**src/rtl/des_keysched_seq.sv**
```systemverilog
// DES key schedule: PC-1 on load, then one PC-2 subkey per valid/ready handshake from a rotating C/D register.
// Latency: first subkey valid the cycle after key_load; one subkey per cycle with ready held high.
// Backpressure: subkey_ready low holds state, C/D and subkey; key_load always wins and restarts.
module des_keysched_seq #(
    parameter bit DECRYPT = 1'b1
) (
    input  logic        clk,
    input  logic        rst_n,
    input  logic [63:0] key_in,
    input  logic        key_load,
    output logic [47:0] subkey,
    output logic        subkey_valid,
    input  logic        subkey_ready,
    output logic [3:0]  round_idx,
    output logic        busy,
    output logic        last
);

    localparam logic [0:0] ST_IDLE = 1'b0;
    localparam logic [0:0] ST_EMIT = 1'b1;

    localparam logic [3:0] FIRST_IDX = DECRYPT ? 4'd15 : 4'd0;
    localparam logic [3:0] LAST_IDX  = DECRYPT ? 4'd0  : 4'd15;

    // Tables hold standard (1-based, MSB-first) bit numbers.
    localparam int PC1_TAB [56] = '{
        57, 49, 41, 33, 25, 17,  9,  1, 58, 50, 42, 34, 26, 18,
        10,  2, 59, 51, 43, 35, 27, 19, 11,  3, 60, 52, 44, 36,
        63, 55, 47, 39, 31, 23, 15,  7, 62, 54, 46, 38, 30, 22,
        14,  6, 61, 53, 45, 37, 29, 21, 13,  5, 28, 20, 12,  4
    };

    localparam int PC2_TAB [48] = '{
        14, 17, 11, 24,  1,  5,  3, 28, 15,  6, 21, 10,
        23, 19, 12,  4, 26,  8, 16,  7, 27, 20, 13,  2,
        41, 52, 31, 37, 47, 55, 30, 40, 51, 45, 33, 48,
        44, 49, 39, 56, 34, 53, 46, 42, 50, 36, 29, 32
    };

    function automatic logic [55:0] pc1(input logic [63:0] k);
        logic [55:0] r;
        r = '0;
        for (int i = 0; i < 56; i++) begin
            r[6'(55 - i)] = k[6'(64 - PC1_TAB[i])];
        end
        return r;
    endfunction

    function automatic logic [47:0] pc2(input logic [55:0] cd);
        logic [47:0] r;
        r = '0;
        for (int i = 0; i < 48; i++) begin
            r[6'(47 - i)] = cd[6'(56 - PC2_TAB[i])];
        end
        return r;
    endfunction

    logic [0:0]  state_q, state_d;
    logic [27:0] c_half_q, c_half_d;
    logic [27:0] d_half_q, d_half_d;
    logic [3:0]  round_idx_q, round_idx_d;

    logic [55:0] key_pc1;
    logic [27:0] c_rot, d_rot;
    logic        one_shift;
    logic        handshake;

    assign subkey_valid = (state_q == ST_EMIT);
    assign busy         = (state_q == ST_EMIT);
    assign last         = (state_q == ST_EMIT) && (round_idx_q == LAST_IDX);
    assign round_idx    = round_idx_q;
    assign subkey       = pc2({c_half_q, d_half_q});
    assign handshake    = subkey_valid & subkey_ready;

    // Step to the neighbouring round: right by s(idx+1) going down, left by s(idx+2) going up.
    always_comb begin
        one_shift = 1'b0;
        c_rot     = c_half_q;
        d_rot     = d_half_q;
        if (DECRYPT) begin
            one_shift = (round_idx_q == 4'd0) || (round_idx_q == 4'd1) ||
                        (round_idx_q == 4'd8) || (round_idx_q == 4'd15);
            c_rot = one_shift ? {c_half_q[0], c_half_q[27:1]} : {c_half_q[1:0], c_half_q[27:2]};
            d_rot = one_shift ? {d_half_q[0], d_half_q[27:1]} : {d_half_q[1:0], d_half_q[27:2]};
        end else begin
            one_shift = (round_idx_q == 4'd0) || (round_idx_q == 4'd7) ||
                        (round_idx_q == 4'd14);
            c_rot = one_shift ? {c_half_q[26:0], c_half_q[27]} : {c_half_q[25:0], c_half_q[27:26]};
            d_rot = one_shift ? {d_half_q[26:0], d_half_q[27]} : {d_half_q[25:0], d_half_q[27:26]};
        end
    end

    // Decrypt starts from C0D0 unrotated since the 16 shifts sum to 28 and C16D16 = C0D0.
    always_comb begin
        key_pc1     = pc1(key_in);
        state_d     = state_q;
        c_half_d    = c_half_q;
        d_half_d    = d_half_q;
        round_idx_d = round_idx_q;
        if (key_load) begin
            state_d     = ST_EMIT;
            round_idx_d = FIRST_IDX;
            if (DECRYPT) begin
                c_half_d = key_pc1[55:28];
                d_half_d = key_pc1[27:0];
            end else begin
                c_half_d = {key_pc1[54:28], key_pc1[55]};
                d_half_d = {key_pc1[26:0], key_pc1[27]};
            end
        end else if (handshake) begin
            if (last) begin
                state_d = ST_IDLE;
            end else begin
                c_half_d    = c_rot;
                d_half_d    = d_rot;
                round_idx_d = DECRYPT ? (round_idx_q - 4'd1) : (round_idx_q + 4'd1);
            end
        end
    end

    always_ff @(posedge clk) begin
        if (!rst_n) begin
            state_q     <= ST_IDLE;
            c_half_q    <= '0;
            d_half_q    <= '0;
            round_idx_q <= '0;
        end else begin
            state_q     <= state_d;
            c_half_q    <= c_half_d;
            d_half_q    <= d_half_d;
            round_idx_q <= round_idx_d;
        end
    end

endmodule
```
**config.mk**
```make
export PLATFORM = sky130hd
export DESIGN_NAME = des_keysched_seq
export DESIGN_NICKNAME = d
export VERILOG_FILES = /design/src/rtl/des_keysched_seq.sv
export SDC_FILE = /design/constraint.sdc
export NUM_CORES = 1
export LEC_CHECK = 0
export BUFFER_PORTS_ARGS = -buffer_cell sky130_fd_sc_hd__buf_2
export CAP_MARGIN = 20
export CORE_MARGIN = 2
export CORE_UTILIZATION = 25
export CTS_BUF_LIST = sky130_fd_sc_hd__clkbuf_8
export DETAILED_ROUTE_END_ITERATION = 16
export HOLD_SLACK_MARGIN = 0.03
export PLACE_DENSITY = 0.49
export RECOVER_POWER = 25
export SETUP_SLACK_MARGIN = 0.3
export SLEW_MARGIN = 20
export SYNTH_ARGS = -nofsm -noshare
export SYNTH_HDL_FRONTEND = slang
export SYNTH_SLANG_ARGS = --single-unit
```
**constraint.sdc**
```tcl
create_clock -name clk -period 1.82 [get_ports clk]
set_input_delay 0.091 -clock clk [delete_from_list [all_inputs] [get_ports clk]]
set_output_delay 0.091 -clock clk [all_outputs]
set_load 0.1 [all_outputs]
```
==> results of run 1 <==
[Yosys cell counts, drive strengths merged]
master / n
o2bb2ai: 1
o22ai: 15
nor2: 1
buf: 60
dfxtp: 61
a21oi: 42
nand3: 1
conb: 1
xor2: 1
o31ai: 1
mux2i: 71
inv: 2
a21bo: 1
and2: 1
o21a: 3
nor3: 1
o21ai: 45
ha: 3
a21boi: 1
nand2: 4
or3b: 1
or3: 1
or2: 1
nor2b: 3
clkbuf: 12
xnor2: 1
nor3b: 1
[timing repair]
item,CTS,global route
hold endpoints to repair,0,0
gates cloned,1,0
setup buffers,6,0
endpoints found under the setup margin,57,59
gates resized for setup,10,6
pin swaps,5,2
[power breakdown]
part           switching, uW  total [uW]  internal, uW
Combinational            759        1100           340
Sequential              60.4        1450          1390
Clock                    524        1360           836
[placed cells by master (no fill, tap or decap), types with 3 or more instances in the layout]
cell type	n
sky130_fd_sc_hd__mux2i_1	69
sky130_fd_sc_hd__dfxtp_1	56
sky130_fd_sc_hd__a21oi_1	42
sky130_fd_sc_hd__buf_2	29
sky130_fd_sc_hd__o21ai_0	27
sky130_fd_sc_hd__conb_1	22
sky130_fd_sc_hd__clkbuf_2	22
sky130_fd_sc_hd__o21ai_1	17
sky130_fd_sc_hd__buf_4	16
sky130_fd_sc_hd__o22ai_1	15
sky130_fd_sc_hd__clkbuf_8	11
sky130_fd_sc_hd__buf_12	6
sky130_fd_sc_hd__buf_6	5
sky130_fd_sc_hd__nand2_1	4
sky130_fd_sc_hd__o21a_1	3
sky130_fd_sc_hd__dfxtp_2	3
[per-layer routing]
layer | GRT usage, % | up-vias | part of all wire, %
met4 | 4.235 | 0 | 1.6
met1 | 12.73 | 1100 | 47
li1 | - | 1218 | -
met5 | 0 | - | 0
met2 | 17.53 | 58 | 47
met3 | 3.296 | 12 | 5.1
[logic make-up (layout without fill, tap and decap cells)]
family,after synthesis,after routing,share of synthesized area [%]
compound gates,109,109,18.69
xor+xnor,2,2,0.5511
fa+ha+maj,3,3,1.181
buf+inv,74,98,15.86
flops,61,61,38.41
mux,71,71,22.35
other cells,1,22,0.1180
simple gates,15,15,2.834
[cell type report]
class	instances	area (um2)
clock buffers	11	151.4
clock inverters	5	75.07
fillers	1325	8611
inverters	2	10.01
multi-input cells	222	1615
flip-flops and latches	61	1232
well taps	172	215.2
repair buffers	80	606.8
[registers in the layout (all words and copies together), names as in the netlist]
name / flops
d_half_q: 28
busy: 1
c_half_q: 28
round_idx: 4
[critical path, cell delays in order, from the launching register on]
cell	delay [ns]
sky130_fd_sc_hd__dfxtp_4	0.35
sky130_fd_sc_hd__buf_4	0.14
sky130_fd_sc_hd__ha_1	0.17
sky130_fd_sc_hd__a21bo_1	0.22
sky130_fd_sc_hd__o31ai_4	0.07
sky130_fd_sc_hd__buf_12	0.19
sky130_fd_sc_hd__buf_12	0.17
sky130_fd_sc_hd__mux2i_1	0.20
sky130_fd_sc_hd__a21oi_1	0.07
[stage by stage]
stage	power (uW)	setup TNS, ns	instance area [um2]
5_1_grt	4086	0	3906
2_1_floorplan	2404	-1.106	3327
3_3_place_gp	2497	-1.430	3520
4_1_cts	3948	0	3885
6_report	3912	0	3906
3_5_place_dp	2504	-1.574	3520
[worst paths after layout]
kind                                    from            to  cells after the start
worst min-delay path              key_in[26]  d_half_q[16]                      3
worst max register to register  round_idx[1]  c_half_q[25]                      8
worst max-delay path            round_idx[1]  c_half_q[25]                      8
worst min register to register   c_half_q[8]   c_half_q[8]                      2
==> reports/results.env, run 1 <==
GLOBAL_ROUTE_WIRE_LENGTH_BEFORE_REPAIR_UM=11160
DESIGN.CORE.AREA_UM2=12520
MAX_FREQ_GHz=0.5803
VDD.IR_DROP.WORST_mV=0.3803
FINALNONFILLERCELLS=553
CLOCKROOTBUFFER='sky130_fd_sc_hd__clkbuf_8'
MAX_SLEW.WORST_PIN.SLEW_NS=0.5547
START_UTIL_PCT=25.40
PLACE_WORST_SETUP_SLACK_NS=-0.1243
GR-TOTAL-OVERFLOW=0
POWERDENSITY_nW_PER_UM2=1002
FP-ROW-COUNT=41
SYNTH_AREA_LEADER_CELL='sky130_fd_sc_hd__dfxtp_1'
CRITPATHLAUNCHTYPE='register'
UNREPAIRED_SETUP_ENDPOINTS_AFTER_GLOBAL_ROUTING='yes'
INITIALDRTVIOLATIONCOUNT=110
SETUP_VIOLATIONS=0
CRITICAL_PATH.ENDPOINT_TYPE='register'
NETLIST.AREA_LEADER.SHARE_PCT=38.41
FRACTION_OF_FINAL_LAYOUT_CELLS_WITH_DRIVE_STRENGTH_GREATER_THAN_1_PCT=29.66
LAYOUT_WORST_PATH_CYCLE_SHARE_PCT=94.68
POSTLAYOUTSETUPSLACKWORST_NS=0.09686
GP_CONGESTION=0.6906
STATIC-LEAKAGE-POWER_uW=0.001722
FIRST_PASS_ITERS=4
YOSYS_REGISTER_BITS=61
CTS_HOLD_BUFFERS_ADDED=0
YOSYS.CELL_TYPES.COUNT=32
ANT_NETS=0
CLOCK_TREE.BUFFER_DEPTH=2
CTS_MAX_LEVEL=3
NUMPLACEDINSTANCES=530
MAXSLEWHEADROOM_PCT=63.18
CTS-BUFFERS-INSERTED=9
DIODES=0
MAX-CAP-VIOLATIONS=0
SYNTHESIS.INSTANCES=336
CRITPATHREQUIREDTIME_NS=2.04
AREA_OF_THE_DIE_UM2=13640
REPORT.FINAL.HOLD_VIOL_COUNT=0
LARGEST_NET_DEGREE_AT_THE_START_OF_GLOBAL_ROUTING=49
CTS_TREE='yes'
WORSTHOLDPATHTYPE='in -> reg'
FINAL_NET_COUNT=447
TYPE_OF_THE_SETUP_PATH_WITH_THE_LEAST_SLACK='reg -> reg'
FINAL.MIN_CLOCK_PERIOD_NS=1.723
DRC=0
DETAIL_ROUTE.WIRELENGTH_UM=6774
VIAS=2388
FIN_SKEW_NS=0.01040
HOLD-WORST-SLACK_NS=0.05571
DIEHEIGHT_UM=116.8
WL_PER_CELL_UM=12.25
CTS.CLK_SLEW.WORST_PATHS_NS=0.07
GRT_PASS1_VIAS=2289
TIMING.FINAL.MAX_SLEW_VIOLATIONS=0
DRT-VIAS-PER-INSTANCE=4.318
MAPPEDNETLISTAREA_UM2=3179
UTILIZATION_PCT=31.21
NUMBER_OF_ANTENNA_VIOLATIONS_AT_THE_FIRST_CHECK_IN_GLOBAL_ROUTING=0
SYNTH-WARNING-COUNT=0
DIE_W_UM=116.8
FF2FF_SETUP_SLACK_NS=0.1
IO_BUFFER_COUNT=52
CLKSINKCOUNT=61
SYNTH.AREA.TOP_CELLS='sky130_fd_sc_hd__dfxtp_1 (38%), sky130_fd_sc_hd__mux2i_1 (22%), sky130_fd_sc_hd__buf_4 (12%), sky130_fd_sc_hd__a21oi_1 (6.6%), sky130_fd_sc_hd__o21ai_0 (4.4%)'
YOSYSSEQAREASHARE_PCT=38.41
OUTCOME='finished, final reports clean'
CRITICAL_PATH_ARRIVAL_NS=1.94
SYNTHESIS.AREA_PER_INSTANCE_UM2=9.462
LAYOUT-AREA-OVERHEAD-VS-SYNTH_PCT=22.87
GR-USAGE-ALL-LAYERS_PCT=10.55
CRITPATHMAXFANOUT=16
PLACE_HPWL_UM=4648
CLOCK_INSERTION_DELAY_AT_THE_LATER_PIN_OF_THE_SKEW_REPORT_NS=0.34
IOS=123
No activity file was read; power rests on OpenSTA's default activity.
==> run 2: changes to the inputs <==
--- a/config.mk
+++ b/config.mk
@@ -12,7 +12,6 @@
 export CTS_BUF_LIST = sky130_fd_sc_hd__clkbuf_8
 export DETAILED_ROUTE_END_ITERATION = 16
 export HOLD_SLACK_MARGIN = 0.03
-export PLACE_DENSITY = 0.49
 export RECOVER_POWER = 25
 export SETUP_SLACK_MARGIN = 0.3
 export SLEW_MARGIN = 20
==> reports/results.env, run 2 (same netlist as run 1, synthesis figures left out) <==
GP_CONGESTION=0.7148  # +3.5%
IO_BUFFER_COUNT=52  # unchanged
POWER.COMBINATIONAL.FRACTION_PCT=29.4  # +1.3 points
POWER.NET_SWITCHING_uW=1389  # +3.5%
TYPE_OF_THE_SETUP_PATH_WITH_THE_LEAST_SLACK='reg -> reg'
WORSTHOLDPATHTYPE='in -> reg'
CTS_TREE='yes'
CTS_HOLD_BUFFERS_ADDED=0  # unchanged
CLOCKROOTBUFFER='sky130_fd_sc_hd__clkbuf_8'
SETUP_VIOLATIONS=0  # unchanged
CRITPATHREQUIREDTIME_NS=2.06  # +0.02 ns
CTS-BUFFERS-INSERTED=9  # unchanged
LAYOUT_COMMONEST_CELL='sky130_fd_sc_hd__mux2i_1'
GR-USAGE-ALL-LAYERS_PCT=10.66  # +0.10 points
GRT_PASS1_VIAS=2291  # +0.087%
POWERDENSITY_nW_PER_UM2=993.1  # -0.85%
OUTCOME='finished, final reports clean'
CTS.CLK_SLEW.WORST_PATHS_NS=0.07  # about the same
GR-TOTAL-OVERFLOW=0  # unchanged
LAYOUT.CELLS.MOST_COMMON_LIST='sky130_fd_sc_hd__mux2i_1 (68), sky130_fd_sc_hd__dfxtp_1 (56), sky130_fd_sc_hd__a21oi_1 (42)'
CLOCK_TREE.BUFFER_DEPTH=2  # unchanged
MAX_FREQ_GHz=0.5727  # -1.3%
DETAIL_ROUTE.WIRELENGTH_UM=6999  # +3.3%
PLACE_HPWL_UM=4696  # +1.0%
LARGEST_NET_DEGREE_AT_THE_START_OF_GLOBAL_ROUTING=49  # unchanged
NUMBER_OF_ANTENNA_VIOLATIONS_AT_THE_FIRST_CHECK_IN_GLOBAL_ROUTING=0  # unchanged
MAX_SLEW.WORST_PIN.SLEW_NS=0.5613  # +0.006595 ns
STATIC-LEAKAGE-POWER_uW=0.001763  # +2.4%
CLKSINKCOUNT=61  # unchanged
FIN_SKEW_NS=0.01056  # +0.0001590 ns
UNREPAIRED_SETUP_ENDPOINTS_AFTER_GLOBAL_ROUTING='yes'
CRITICAL_PATH.ENDPOINT_TYPE='register'
CLOCK_INSERTION_DELAY_AT_THE_LATER_PIN_OF_THE_SKEW_REPORT_NS=0.35  # about the same
REPORT.FINAL.HOLD_VIOL_COUNT=0  # unchanged
POWER.SEQUENTIAL.FRACTION_PCT=36.5  # -0.7 points
IOS=123  # unchanged
AREA_OF_THE_DIE_UM2=13640  # unchanged
FINAL.MIN_CLOCK_PERIOD_NS=1.746  # +0.02310 ns
VDD.IR_DROP.WORST_mV=0.3470  # -8.8%
FIRST_PASS_ITERS=5  # +1
SWITCHING_PART_OF_THE_TOTAL_PCT=34.85  # +0.53 points
DESIGN.CORE.AREA_UM2=12520  # unchanged
DIEHEIGHT_UM=116.8  # unchanged
CRITPATHLAUNCHTYPE='register'
WL_PER_CELL_UM=12.57  # +2.6%
CTS_MAX_LEVEL=3  # unchanged
CLOCK_POWER_SHARE_PCT=34.1  # -0.7 points
START_UTIL_PCT=25.40  # unchanged
GLOBAL_ROUTE_WIRE_LENGTH_BEFORE_REPAIR_UM=11300  # +1.3%
TIMING.FINAL.MAX_SLEW_VIOLATIONS=0  # unchanged
CRITICAL_PATH_ARRIVAL_NS=1.98  # +0.04 ns
P_INT_uW=2597  # +1.1%
ANT_NETS=0  # unchanged
DRT-VIAS-PER-INSTANCE=4.287  # -0.72%
CRITPATHMAXFANOUT=6  # -10
INITIALDRTVIOLATIONCOUNT=155  # +41%
SETUP_TNS_NS=0  # unchanged
FINAL_NET_COUNT=451  # +0.89%
FP-ROW-COUNT=41  # unchanged
VIAS=2388  # unchanged
FINALNONFILLERCELLS=557  # +0.72%
LAYOUT-AREA-OVERHEAD-VS-SYNTH_PCT=26.25
DIE_W_UM=116.8  # unchanged
FRACTION_OF_FINAL_LAYOUT_CELLS_WITH_DRIVE_STRENGTH_GREATER_THAN_1_PCT=31.69  # +2.0 points
LAYOUT_WORST_PATH_CYCLE_SHARE_PCT=95.95  # +1.3 points
MAX-CAP-VIOLATIONS=0  # unchanged
MAXSLEWHEADROOM_PCT=62.74  # -0.44 points
DRC=0  # unchanged
DIODES=0  # unchanged
NUMPLACEDINSTANCES=529  # -0.19%
[run 2: per-layer routing]
layer	share of wire, %	wire length, um	up-vias	track usage [%]
met4	1.6	113	0	4.235
met3	5.4	380	10	3.502
met5	0	0	-	0
met1	48	3343	1080	13.41
li1	-	-	1233	-
met2	45	3160	65	16.92
[run 2: layout make-up]
cell class,count,area (um2)
Inverter,2,7.507
Sequential cell,61,1232
Tap cell,172,215.2
Multi-Input combinational cell,222,1632
Timing Repair Buffer,84,703.2
Clock inverter,6,86.33
Fill cell,1322,8503
Clock buffer,10,137.6
[run 2: final timing paths]
kind | start | end | slack [ns] | depth (start not counted)
worst min-delay path | key_in[11] | d_half_q[10] | 0.05 | 3
worst max-delay path | round_idx[0] | d_half_q[16] | 0.07 | 10
worst max register to register | round_idx[0] | d_half_q[16] | 0.07 | 10
worst min register to register | c_half_q[5] | c_half_q[5] | 0.53 | 2
[run 2: worst max-delay path, cell delays in order, from the launching register on]
cell	delay [ns]
sky130_fd_sc_hd__dfxtp_4	0.35
sky130_fd_sc_hd__buf_6	0.12
sky130_fd_sc_hd__ha_4	0.14
sky130_fd_sc_hd__nor2b_4	0.12
sky130_fd_sc_hd__o31ai_4	0.17
sky130_fd_sc_hd__buf_6	0.16
sky130_fd_sc_hd__buf_6	0.11
sky130_fd_sc_hd__buf_16	0.12
sky130_fd_sc_hd__buf_6	0.09
sky130_fd_sc_hd__mux2i_1	0.17
sky130_fd_sc_hd__o22ai_1	0.08
[run 2: through the flow]
step	utilization (%)	hold WS (ns)	worst slack [ns]	power [uW]	area, um2
after floorplan	-	0.2077	-0.03020	2404	3327
after CTS	31.18	0.03246	0.06861	3970	3902
after global placement	28.06	0.4004	-0.08495	2490	3512
final	32.07	0.05150	0.07376	3986	4014
after detailed placement	28.06	0.4056	-0.09915	2500	3512
after global routing	32.07	0.04840	-0.007491	4145	4014
[run 2: power groups by stage]
stage / sequential [uW] / combinational, uW / clock (uW)
2_1_floorplan: 1530 / 870 / 0
3_3_place_gp: 1480 / 1010 / 0
3_5_place_dp: 1480 / 1020 / 0
4_1_cts: 1450 / 1120 / 1400
5_1_grt: 1460 / 1230 / 1450
6_report: 1450 / 1170 / 1360
[run 2: what timing repair did]
action / in CTS / in global routing
pin swaps: 10 / 9
cloned: 2 / 2
setup endpoints to repair: 59 / 59
buffers inserted: 6 / 2
gates resized for setup: 12 / 10
